## config.mk

```make
export PLATFORM = sky130hd
export DESIGN_NAME = uart_rx_frame
export DESIGN_NICKNAME = d
export VERILOG_FILES = /design/src/rtl/uart_rx_frame.sv
export SDC_FILE = /design/constraint.sdc
export NUM_CORES = 1
export LEC_CHECK = 0
export CORE_UTILIZATION = 35
export DETAILED_ROUTE_END_ITERATION = 6
export PLACE_DENSITY_LB_ADDON = 0.08
export SLEW_MARGIN = 10
export SYNTH_ARGS = -nofsm -noshare
export SYNTH_HDL_FRONTEND = slang
export SYNTH_SLANG_ARGS = --single-unit
export TNS_END_PERCENT = 5
```

## constraint.sdc

```tcl
create_clock -name clk -period 3.3 [get_ports clk]
set_input_delay 0.825 -clock clk [delete_from_list [all_inputs] [get_ports clk]]
set_output_delay 0.825 -clock clk [all_outputs]
set_load 0.02 [all_outputs]
```

## src/rtl/uart_rx_frame.sv

```systemverilog
// RS232 receiver: 2-flop input sync, 3-sample mid-bit majority, start-glitch rejection,
// and a valid/ready output register with parity, framing and overrun reporting.
module uart_rx_frame #(
  parameter int CLKS_PER_BIT = 16,
  parameter int DATA_BITS    = 8,
  parameter int PARITY       = 0,
  parameter int STOP_BITS    = 1
) (
  input  logic                 clk,
  input  logic                 rst,
  input  logic                 rx_i,
  output logic [DATA_BITS-1:0] data_o,
  output logic                 valid_o,
  input  logic                 ready_i,
  output logic                 parity_err_o,
  output logic                 frame_err_o,
  output logic                 overrun_o,
  output logic                 busy_o,
  output logic [2:0]           state_o
);

  localparam int HALF = CLKS_PER_BIT / 2;
  localparam int CW   = $clog2(CLKS_PER_BIT);
  localparam int IW   = $clog2(DATA_BITS);

  localparam logic [CW-1:0] CNT_S0  = CW'(HALF - 1);
  localparam logic [CW-1:0] CNT_S1  = CW'(HALF);
  localparam logic [CW-1:0] CNT_MID = CW'(HALF + 1);
  localparam logic [CW-1:0] CNT_END = CW'(CLKS_PER_BIT - 1);
  localparam logic [IW-1:0] IDX_LAST_DATA = IW'(DATA_BITS - 1);
  localparam logic [IW-1:0] IDX_LAST_STOP = IW'(STOP_BITS - 1);

  typedef enum logic [2:0] {
    S_IDLE   = 3'd0,
    S_START  = 3'd1,
    S_DATA   = 3'd2,
    S_PARITY = 3'd3,
    S_STOP   = 3'd4,
    S_DONE   = 3'd5
  } state_t;

  state_t               state_q, state_d;
  logic                 sync1_q, sync2_q, rx_prev_q;
  logic [CW-1:0]        cnt_q, cnt_d;
  logic [IW-1:0]        idx_q, idx_d;
  logic                 s0_q, s0_d, s1_q, s1_d;
  logic [DATA_BITS-1:0] shreg_q, shreg_d;
  logic                 perr_pend_q, perr_pend_d;
  logic                 ferr_pend_q, ferr_pend_d;
  logic [DATA_BITS-1:0] data_q, data_d;
  logic                 valid_q, valid_d;
  logic                 perr_q, perr_d;
  logic                 ferr_q, ferr_d;
  logic                 overrun_q, overrun_d;

  logic rx_s, maj, mid, bit_end, par_calc;

  assign rx_s     = sync2_q;
  assign maj      = (s0_q & s1_q) | (s0_q & rx_s) | (s1_q & rx_s);
  assign mid      = (cnt_q == CNT_MID);
  assign bit_end  = (cnt_q == CNT_END);
  assign par_calc = (^shreg_q) ^ maj;

  always_ff @(posedge clk or negedge rst) begin
    if (!rst) begin
      sync1_q     <= 1'b1;
      sync2_q     <= 1'b1;
      rx_prev_q   <= 1'b1;
      state_q     <= S_IDLE;
      cnt_q       <= '0;
      idx_q       <= '0;
      s0_q        <= 1'b0;
      s1_q        <= 1'b0;
      shreg_q     <= '0;
      perr_pend_q <= 1'b0;
      ferr_pend_q <= 1'b0;
      data_q      <= '0;
      valid_q     <= 1'b0;
      perr_q      <= 1'b0;
      ferr_q      <= 1'b0;
      overrun_q   <= 1'b0;
    end else begin
      sync1_q     <= rx_i;
      sync2_q     <= sync1_q;
      rx_prev_q   <= rx_s;
      state_q     <= state_d;
      cnt_q       <= cnt_d;
      idx_q       <= idx_d;
      s0_q        <= s0_d;
      s1_q        <= s1_d;
      shreg_q     <= shreg_d;
      perr_pend_q <= perr_pend_d;
      ferr_pend_q <= ferr_pend_d;
      data_q      <= data_d;
      valid_q     <= valid_d;
      perr_q      <= perr_d;
      ferr_q      <= ferr_d;
      overrun_q   <= overrun_d;
    end
  end

  always_comb begin
    state_d     = state_q;
    cnt_d       = bit_end ? '0 : cnt_q + 1'b1;
    idx_d       = idx_q;
    s0_d        = (cnt_q == CNT_S0) ? rx_s : s0_q;
    s1_d        = (cnt_q == CNT_S1) ? rx_s : s1_q;
    shreg_d     = shreg_q;
    perr_pend_d = perr_pend_q;
    ferr_pend_d = ferr_pend_q;
    data_d      = data_q;
    valid_d     = valid_q & ~ready_i;
    perr_d      = perr_q;
    ferr_d      = ferr_q;
    overrun_d   = 1'b0;

    case (state_q)
      S_IDLE: begin
        cnt_d = '0;
        idx_d = '0;
        if (rx_prev_q && !rx_s) begin
          state_d     = S_START;
          perr_pend_d = 1'b0;
          ferr_pend_d = 1'b0;
        end
      end
      S_START: begin
        if (mid && maj) state_d = S_IDLE;
        else if (bit_end) state_d = S_DATA;
      end
      S_DATA: begin
        // LSB arrives first, so each new bit enters at the top and walks down
        if (mid) shreg_d = {maj, shreg_q[DATA_BITS-1:1]};
        if (bit_end) begin
          if (idx_q == IDX_LAST_DATA) begin
            idx_d   = '0;
            state_d = (PARITY != 0) ? S_PARITY : S_STOP;
          end else begin
            idx_d = idx_q + 1'b1;
          end
        end
      end
      S_PARITY: begin
        if (mid) perr_pend_d = (PARITY == 1) ? ~par_calc : par_calc;
        if (bit_end) state_d = S_STOP;
      end
      S_STOP: begin
        if (mid) begin
          if (!maj) ferr_pend_d = 1'b1;
          // Leave early on the last stop bit so a following start edge is never missed
          if (idx_q == IDX_LAST_STOP) state_d = S_DONE;
        end
        if (bit_end) idx_d = idx_q + 1'b1;
      end
      S_DONE: begin
        state_d = S_IDLE;
        cnt_d   = '0;
        idx_d   = '0;
        if (!valid_q || ready_i) begin
          data_d  = shreg_q;
          perr_d  = perr_pend_q;
          ferr_d  = ferr_pend_q;
          valid_d = 1'b1;
        end else begin
          overrun_d = 1'b1;
        end
      end
      default: state_d = S_IDLE;
    endcase
  end

  assign data_o       = data_q;
  assign valid_o      = valid_q;
  assign parity_err_o = perr_q;
  assign frame_err_o  = ferr_q;
  assign overrun_o    = overrun_q;
  assign busy_o       = (state_q != S_IDLE);
  assign state_o      = state_q;

endmodule

```

==> results of run 1 <==
## sequential cells by signal, indices dropped and copies added (netlist names), 3 cells and up
name	count
state_o	3
idx_q	3
cnt_q	4
data_o	8
shreg_q	8
## stage by stage
stage | worst slack [ns] | util (%) | total power, mW | std cells | cell area [um^2]
after global routing | 0.551 | 43.4 | 1.24 | 232 | 2060
after detailed placement | 0.901 | 41.7 | 0.862 | 224 | 1980
after global placement | 0.892 | 41.7 | 0.853 | 224 | 1980
after floorplan | 1.56 | - | 0.775 | 142 | 1730
final | 0.644 | 43.4 | 1.15 | 232 | 2060
after CTS | 0.624 | 43.4 | 1.17 | 232 | 2060
## per-layer routing
metal,GRT usage [%],wire (um),vias to the layer above
li1,-,-,540
met1,18.1,1420,562
met2,22.9,1510,14
met3,4.17,90,7
met4,6.54,61,0
met5,0,0,-
## synthesized netlist by cell type (2+ instances only)
cell,number
sky130_fd_sc_hd__ha_1,6
sky130_fd_sc_hd__nand3_1,5
sky130_fd_sc_hd__nand2b_1,2
sky130_fd_sc_hd__and3_1,2
sky130_fd_sc_hd__buf_2,4
sky130_fd_sc_hd__dfstp_2,3
sky130_fd_sc_hd__nand3b_1,2
sky130_fd_sc_hd__mux2_2,20
sky130_fd_sc_hd__nor2b_1,6
sky130_fd_sc_hd__and3b_1,2
sky130_fd_sc_hd__dfrtp_1,34
sky130_fd_sc_hd__inv_1,6
sky130_fd_sc_hd__o21a_1,3
sky130_fd_sc_hd__o21ai_0,7
sky130_fd_sc_hd__nor3_1,2
sky130_fd_sc_hd__xnor2_1,7
sky130_fd_sc_hd__nor3b_1,2
sky130_fd_sc_hd__nor2_1,7
sky130_fd_sc_hd__nand3_2,2
sky130_fd_sc_hd__nand2_1,7
## worst max path at each step
stage | startpoint | slack [ns] | cells after the start | to
finish | state_o[1] | 0.64 | 2 | busy_o
global route | state_o[1] | 0.55 | 2 | busy_o
CTS | state_o[1] | 0.62 | 2 | busy_o
detailed placement | ready_i | 0.90 | 4 | data_o[3]
global placement | ready_i | 0.89 | 4 | data_o[2]
floorplan | state_o[2] | 1.56 | 1 | busy_o
## placed cells by master, fill, tap and decap left out, types with 5 or more instances in the layout
| master | synthesis | layout |
|---|---|---|
| sky130_fd_sc_hd__xnor2_1 | 7 | 7 |
| sky130_fd_sc_hd__nor2b_1 | 6 | 6 |
| sky130_fd_sc_hd__inv_1 | 6 | 6 |
| sky130_fd_sc_hd__clkdlybuf4s50_1 | 0 | 18 |
| sky130_fd_sc_hd__nand3_1 | 5 | 5 |
| sky130_fd_sc_hd__mux2_2 | 20 | 20 |
| sky130_fd_sc_hd__nor2_1 | 7 | 7 |
| sky130_fd_sc_hd__clkbuf_8 | 0 | 5 |
| sky130_fd_sc_hd__dfrtp_1 | 34 | 34 |
| sky130_fd_sc_hd__ha_1 | 6 | 6 |
| sky130_fd_sc_hd__nand2_1 | 7 | 7 |
| sky130_fd_sc_hd__o21ai_0 | 7 | 7 |
## cell families (layout without fill, tap and decap cells)
| group | after synthesis | after routing |
|---|---|---|
| and+or+nand+nor | 42 | 42 |
| DFF | 37 | 37 |
| muxes | 20 | 20 |
| AOI/OAI and AO/OA | 18 | 18 |
| buffers and inverters | 10 | 33 |
| xor gates and xnor gates | 8 | 8 |
| adders and majority gates | 7 | 7 |
## report_power, final
part / leakage (nW) / internal (mW) / switching [mW]
sequential: 0.493 / 0.505 / 0.0784
clock: 0.0450 / 0.146 / 0.158
combinational: 0.417 / 0.141 / 0.125
total: 0.956 / 0.792 / 0.362
## layout make-up
| class | count | area share, % |
|---|---|---|
| clock buffers | 6 | 3.52 |
| clock inverters | 2 | 0.485 |
| inverters | 6 | 1.09 |
| multi-input cells | 95 | 36.8 |
| flip-flops and latches | 37 | 45.1 |
| well taps | 67 | 4.06 |
| repair buffers | 19 | 8.98 |
==> impl_metrics.yaml, run 1 <==
run_status:
  status: "finished clean"
drt:
  drt.antenna.violating_nets: 0
  detailedRoute.firstPassIterationCount: 4
  post_detailed_routing_wire_length_um: 3090
  detail_route.drc_violations: 0
  detail_route.iter0.violations: 87
  via_density_per_instance: 4.84
  num_vias: 1123
  routed_wire_length_per_instance_um: 13.3
synthesis:
  postSynthRegisterBits: 37
  synth-async-reset-ratio_pct: 100
  synth_edf_count: 0
  ys_top_cells_by_area: "sky130_fd_sc_hd__dfrtp_1 49%, sky130_fd_sc_hd__mux2_2 13%, sky130_fd_sc_hd__dfstp_2 4.6%, sky130_fd_sc_hd__ha_1 4.3%, sky130_fd_sc_hd__xnor2_1 3.5%"
  synth.largest_area_cell: "sky130_fd_sc_hd__dfrtp_1"
  area_fraction_in_compound_gates_after_synthesis_pct: 6.86
  yosys.area_share.simple_pct: 14.2
  synthDominantCellAreaShare_pct: 49.1
  synth_cells: 142
  synth.area.mux_share_pct: 13.0
  postSynthNetCount: 152
  synth-seq-area-share_pct: 53.7
  yosys_warnings: 0
  main_combinational_cell_family_by_area_after_synthesis: "simple AND/OR/NAND/NOR gates"
  mean_instance_size_in_the_synthesized_netlist_um2: 12.2
  yosysUniqueCellTypes: 33
  post_synth_instance_area_um2: 1730
  ys.flop_type: "sky130_fd_sc_hd__dfrtp_1"
  synthXorXnorAreaFrac_pct: 4.84
  synthAdderAreaFrac_pct: 4.91
critical_path:
  timing.critical_path.buf_inv: 1
  crit_path_start_kind: "flip-flop"
  r2r_end: "data_o[3]"
  largest_delay_share_family_worst_path: "flip-flops"
  critical_path_required_ns: 2.47
  timing.critical_path.arrival_ns: 1.83
  setup.worst_path.end_class: "output port"
  r2r_slack_ns: 1.38
  reg2reg_depth: 3
  crit_path_largest_cell_delay_ns: 0.55
  critical_path_cell_by_cell: "or3_4, clkdlybuf4s50_1"
  crit_type: "reg2out"
  cp_max_fo: 16
  worst_path_max_delay_cell: "sky130_fd_sc_hd__dfrtp_1"
  critical_path.reg2reg.startpoint: "state_o[2]"
timing:
  setup_viol: 0
  skew_ns: 0.0111
  final-hold-violation-count: 0
  finalMaxSlewViolations: 0
  setup_total_negative_slack_ns: 0
  timing.max_slew.rel_slack_pct: 47.0
  tightestPinTransition_ns: 0.795
  post-route-period-util_pct: 80.5
  maxClockFrequency_ghz: 0.377
  finalHoldWorstSlack_ns: 0.345
  grt_setup_unrepaired: "no"
  period_minus_slack_ns: 2.66
placement:
  port_buffers: 19
  routability_cong: 0.727
  dp_hpwl_um: 2140
clock_network:
  tritoncts: "built"
  cts_sinks: 37
  ctsHtreeMaxLevel: 2
  postCtsSetupRepairBufs: 0
  cts.reportedPaths.clkPinSlew_ns: 0.08
  cts.repair.resized: 0
  hold_buffers: 0
  clock_latency_ns: 0.29
  cts_buffers: 5
  clk_path_buf_depth: 2
  clk_root_buf: "sky130_fd_sc_hd__clkbuf_8"
min_path:
  worst_hold_path_type: "reg2reg"
  hold_depth: 0
  worstHoldEndpoint: "rx_s"
  hp-start: "sync1_q"
global_routing:
  antenna_found_initial: 0
  via_count_of_the_first_global_routing_pass: 1152
  grt_overflow: 0
  track_usage_pct: 14.4
  maximum_number_of_pins_on_one_net_before_global_route_repair: 38
  grt_pass1_wl_um: 5630
die:
  design.core.area_um2: 4750
  chipHeight_um: 72.3
  num_io_pins: 20
  die-area_um2: 5230
  fp-row-count: 25
  die_x_um: 72.3
  start_util_pct: 36.4
finish:
  multiInputGateArea_um2: 759
  area_growth_syn_to_layout_pct: 19.1
  final_net_count: 174
  num-fill-cells: 480
  antennaDiodeCount: 0
  final_layout_size_suffix_gt1_share_pct: 21.8
  final-seq-area_um2: 930
pwr:
  power.static_leakage_nw: 0.956
  powerDensity_nw_per_um2: 559
  peakVddDrop_uv: 181
flow_run:
  max-cap-violations: 0
Note: power is estimated with default switching activity, not from simulation.
==> run 2, diff against run 1 <==
==> constraint.sdc (replaced) <==
create_clock -name clk -period 2.5 [get_ports clk]
set_input_delay 0.625 -clock clk [delete_from_list [all_inputs] [get_ports clk]]
set_output_delay 0.625 -clock clk [all_outputs]
set_load 0.02 [all_outputs]
==> run 2 against run 1 <==
Compared with the run above:
- via count is 2.0% higher
- count of clock-buffer cells in the layout is the same
- die area unchanged
- flip-flop and latch count unchanged
- combinational power grew 56%
- worst hold slack better by 0.014 ns
- worst setup slack got worse by 0.36 ns
- non-clock buffer count grew 3
- routed wire length increased by 0.94%
==> impl_metrics.yaml, run 2 (same netlist as run 1, synthesis figures left out) <==
run_status:
  status: "finished clean"
critical_path:
  timing.critical_path.buf_inv: 1
  r2r_end: "data_o[0]"
  worst_path_max_delay_cell: "sky130_fd_sc_hd__clkdlybuf4s50_1"
  reg2reg_depth: 4
  largest_delay_share_family_worst_path: "buffers and inverters"
  timing.critical_path.arrival_ns: 1.59
  crit_type: "reg2out"
  crit_path_start_kind: "flip-flop"
  critical_path.reg2reg.startpoint: "state_o[2]"
  r2r_slack_ns: 0.72
  crit_path_largest_cell_delay_ns: 0.54
  critical_path_cell_by_cell: "or3_4, clkdlybuf4s50_1"
  cp_max_fo: 2
  setup.worst_path.end_class: "output port"
  critical_path_required_ns: 1.88
placement:
  dp_hpwl_um: 2160
  port_buffers: 19
  routability_cong: 0.769
  dpl.cell_count: 227
  pre_cts_ws_ns: 0.306
finish:
  final_net_count: 177
  layout_commonest_cell: "sky130_fd_sc_hd__dfrtp_1"
  antennaDiodeCount: 0
  final-seq-area_um2: 930
  num-fill-cells: 487
  area_growth_syn_to_layout_pct: 22.6
  final_cell_count_without_fillers: 235
  multiInputGateArea_um2: 759
  final_layout_size_suffix_gt1_share_pct: 23.8
  commonest_cells_after_routing_fill_and_taps_aside: "34 x sky130_fd_sc_hd__dfrtp_1, 20 x sky130_fd_sc_hd__mux2_2, 18 x sky130_fd_sc_hd__clkdlybuf4s50_1"
timing:
  skew_ns: 0.00938
  post-route-period-util_pct: 88.8
  setup_ws_ns: 0.281
  period_minus_slack_ns: 2.22
  finalMaxSlewViolations: 0
  setup_viol: 0
  final-hold-violation-count: 0
  grt_setup_unrepaired: "no"
  tightestPinTransition_ns: 0.827
  setup_total_negative_slack_ns: 0
  maxClockFrequency_ghz: 0.451
  timing.max_slew.rel_slack_pct: 44.9
pwr:
  power_mw: 1.68
  peakVddDrop_uv: 310
  share_seq_of_total_power_pct: 43.0
  pwr-share-clk_pct: 32.2
  powerDensity_nw_per_um2: 790
  comb_power_share_pct: 24.8
  power_switching_share_pct: 28.9
  p_sw_uw: 484
  power_report.internal_total_mw: 1.19
  power.static_leakage_nw: 0.983
drt:
  detailedRoute.firstPassIterationCount: 4
  detail_route.drc_violations: 0
  post_detailed_routing_wire_length_um: 3110
  detail_route.iter0.violations: 78
  via_density_per_instance: 4.87
  num_vias: 1145
  routed_wire_length_per_instance_um: 13.3
  drt.antenna.violating_nets: 0
min_path:
  hp-start: "sync1_q"
  worst_hold_path_type: "reg2reg"
  hold_depth: 0
  worstHoldEndpoint: "rx_s"
global_routing:
  grt_overflow: 0
  grt_pass1_wl_um: 5540
  antenna_found_initial: 0
  track_usage_pct: 14.1
  maximum_number_of_pins_on_one_net_before_global_route_repair: 38
  via_count_of_the_first_global_routing_pass: 1155
clock_network:
  tritoncts: "built"
  clk_root_buf: "sky130_fd_sc_hd__clkbuf_8"
  clock_latency_ns: 0.28
  cts_sinks: 37
  ctsHtreeMaxLevel: 2
  cts_buffers: 5
  hold_buffers: 0
  cts.repair.resized: 0
  clk_path_buf_depth: 2
  cts.reportedPaths.clkPinSlew_ns: 0.08
  postCtsSetupRepairBufs: 0
flow_run:
  max-cap-violations: 0
die:
  num_io_pins: 20
  start_util_pct: 36.4
  die-area_um2: 5230
  fp-row-count: 25
  chipHeight_um: 72.3
  design.core.area_um2: 4750
  die_x_um: 72.3
-- run 2: changes by cell type in the layout (fill, tap and decap cells not counted) --
cell                         delta
sky130_fd_sc_hd__bufinv_16      +1
sky130_fd_sc_hd__clkinvlp_4     +1
sky130_fd_sc_hd__buf_4          +3
sky130_fd_sc_hd__clkinv_2       -2
sky130_fd_sc_hd__clkbuf_1       -1
sky130_fd_sc_hd__clkbuf_8       +1
-- run 2: layout make-up --
type	count	share of cell area [%]
Sequential cell	37	43.8
Inverter	6	1.06
Multi-Input combinational cell	95	35.8
Clock buffer	6	3.89
Tap cell	67	3.95
Clock inverter	2	1.77
Timing Repair Buffer	22	9.78
-- run 2: power by group through the flow --
stage | clock [mW] | sequential, mW | combinational [mW]
2_1_floorplan | 0 | 0.745 | 0.278
3_3_place_gp | 0 | 0.732 | 0.416
3_5_place_dp | 0 | 0.734 | 0.422
4_1_cts | 0.553 | 0.723 | 0.423
5_1_grt | 0.587 | 0.735 | 0.467
6_report | 0.540 | 0.722 | 0.416
-- run 2: stage by stage --
stage | utilization, % | hold WS, ns | cell area [um^2]
6_report | 44.7 | 0.360 | 2120
4_1_cts | 44.7 | 0.361 | 2120
3_3_place_gp | 42.1 | 0.346 | 2000
2_1_floorplan | - | 0.329 | 1730
5_1_grt | 44.7 | 0.371 | 2120
3_5_place_dp | 42.1 | 0.350 | 2000
-- run 2: worst max-delay path by stage --
stage               start  cells after the start           to
6_report       state_o[2]                      2       busy_o
3_5_place_dp      ready_i                      4    data_o[0]
4_1_cts        state_o[2]                      2       busy_o
2_1_floorplan  state_o[2]                      4  perr_pend_q
5_1_grt        state_o[2]                      2       busy_o
3_3_place_gp      ready_i                      4    data_o[2]
-- run 2: routing by layer --
metal	GRT usage [%]	up-vias	part of all wire [%]
li1	-	542	-
met1	17.3	584	45
met2	23.8	17	52
met3	3.75	2	2.8
met4	5.23	0	0.80
met5	0	-	0
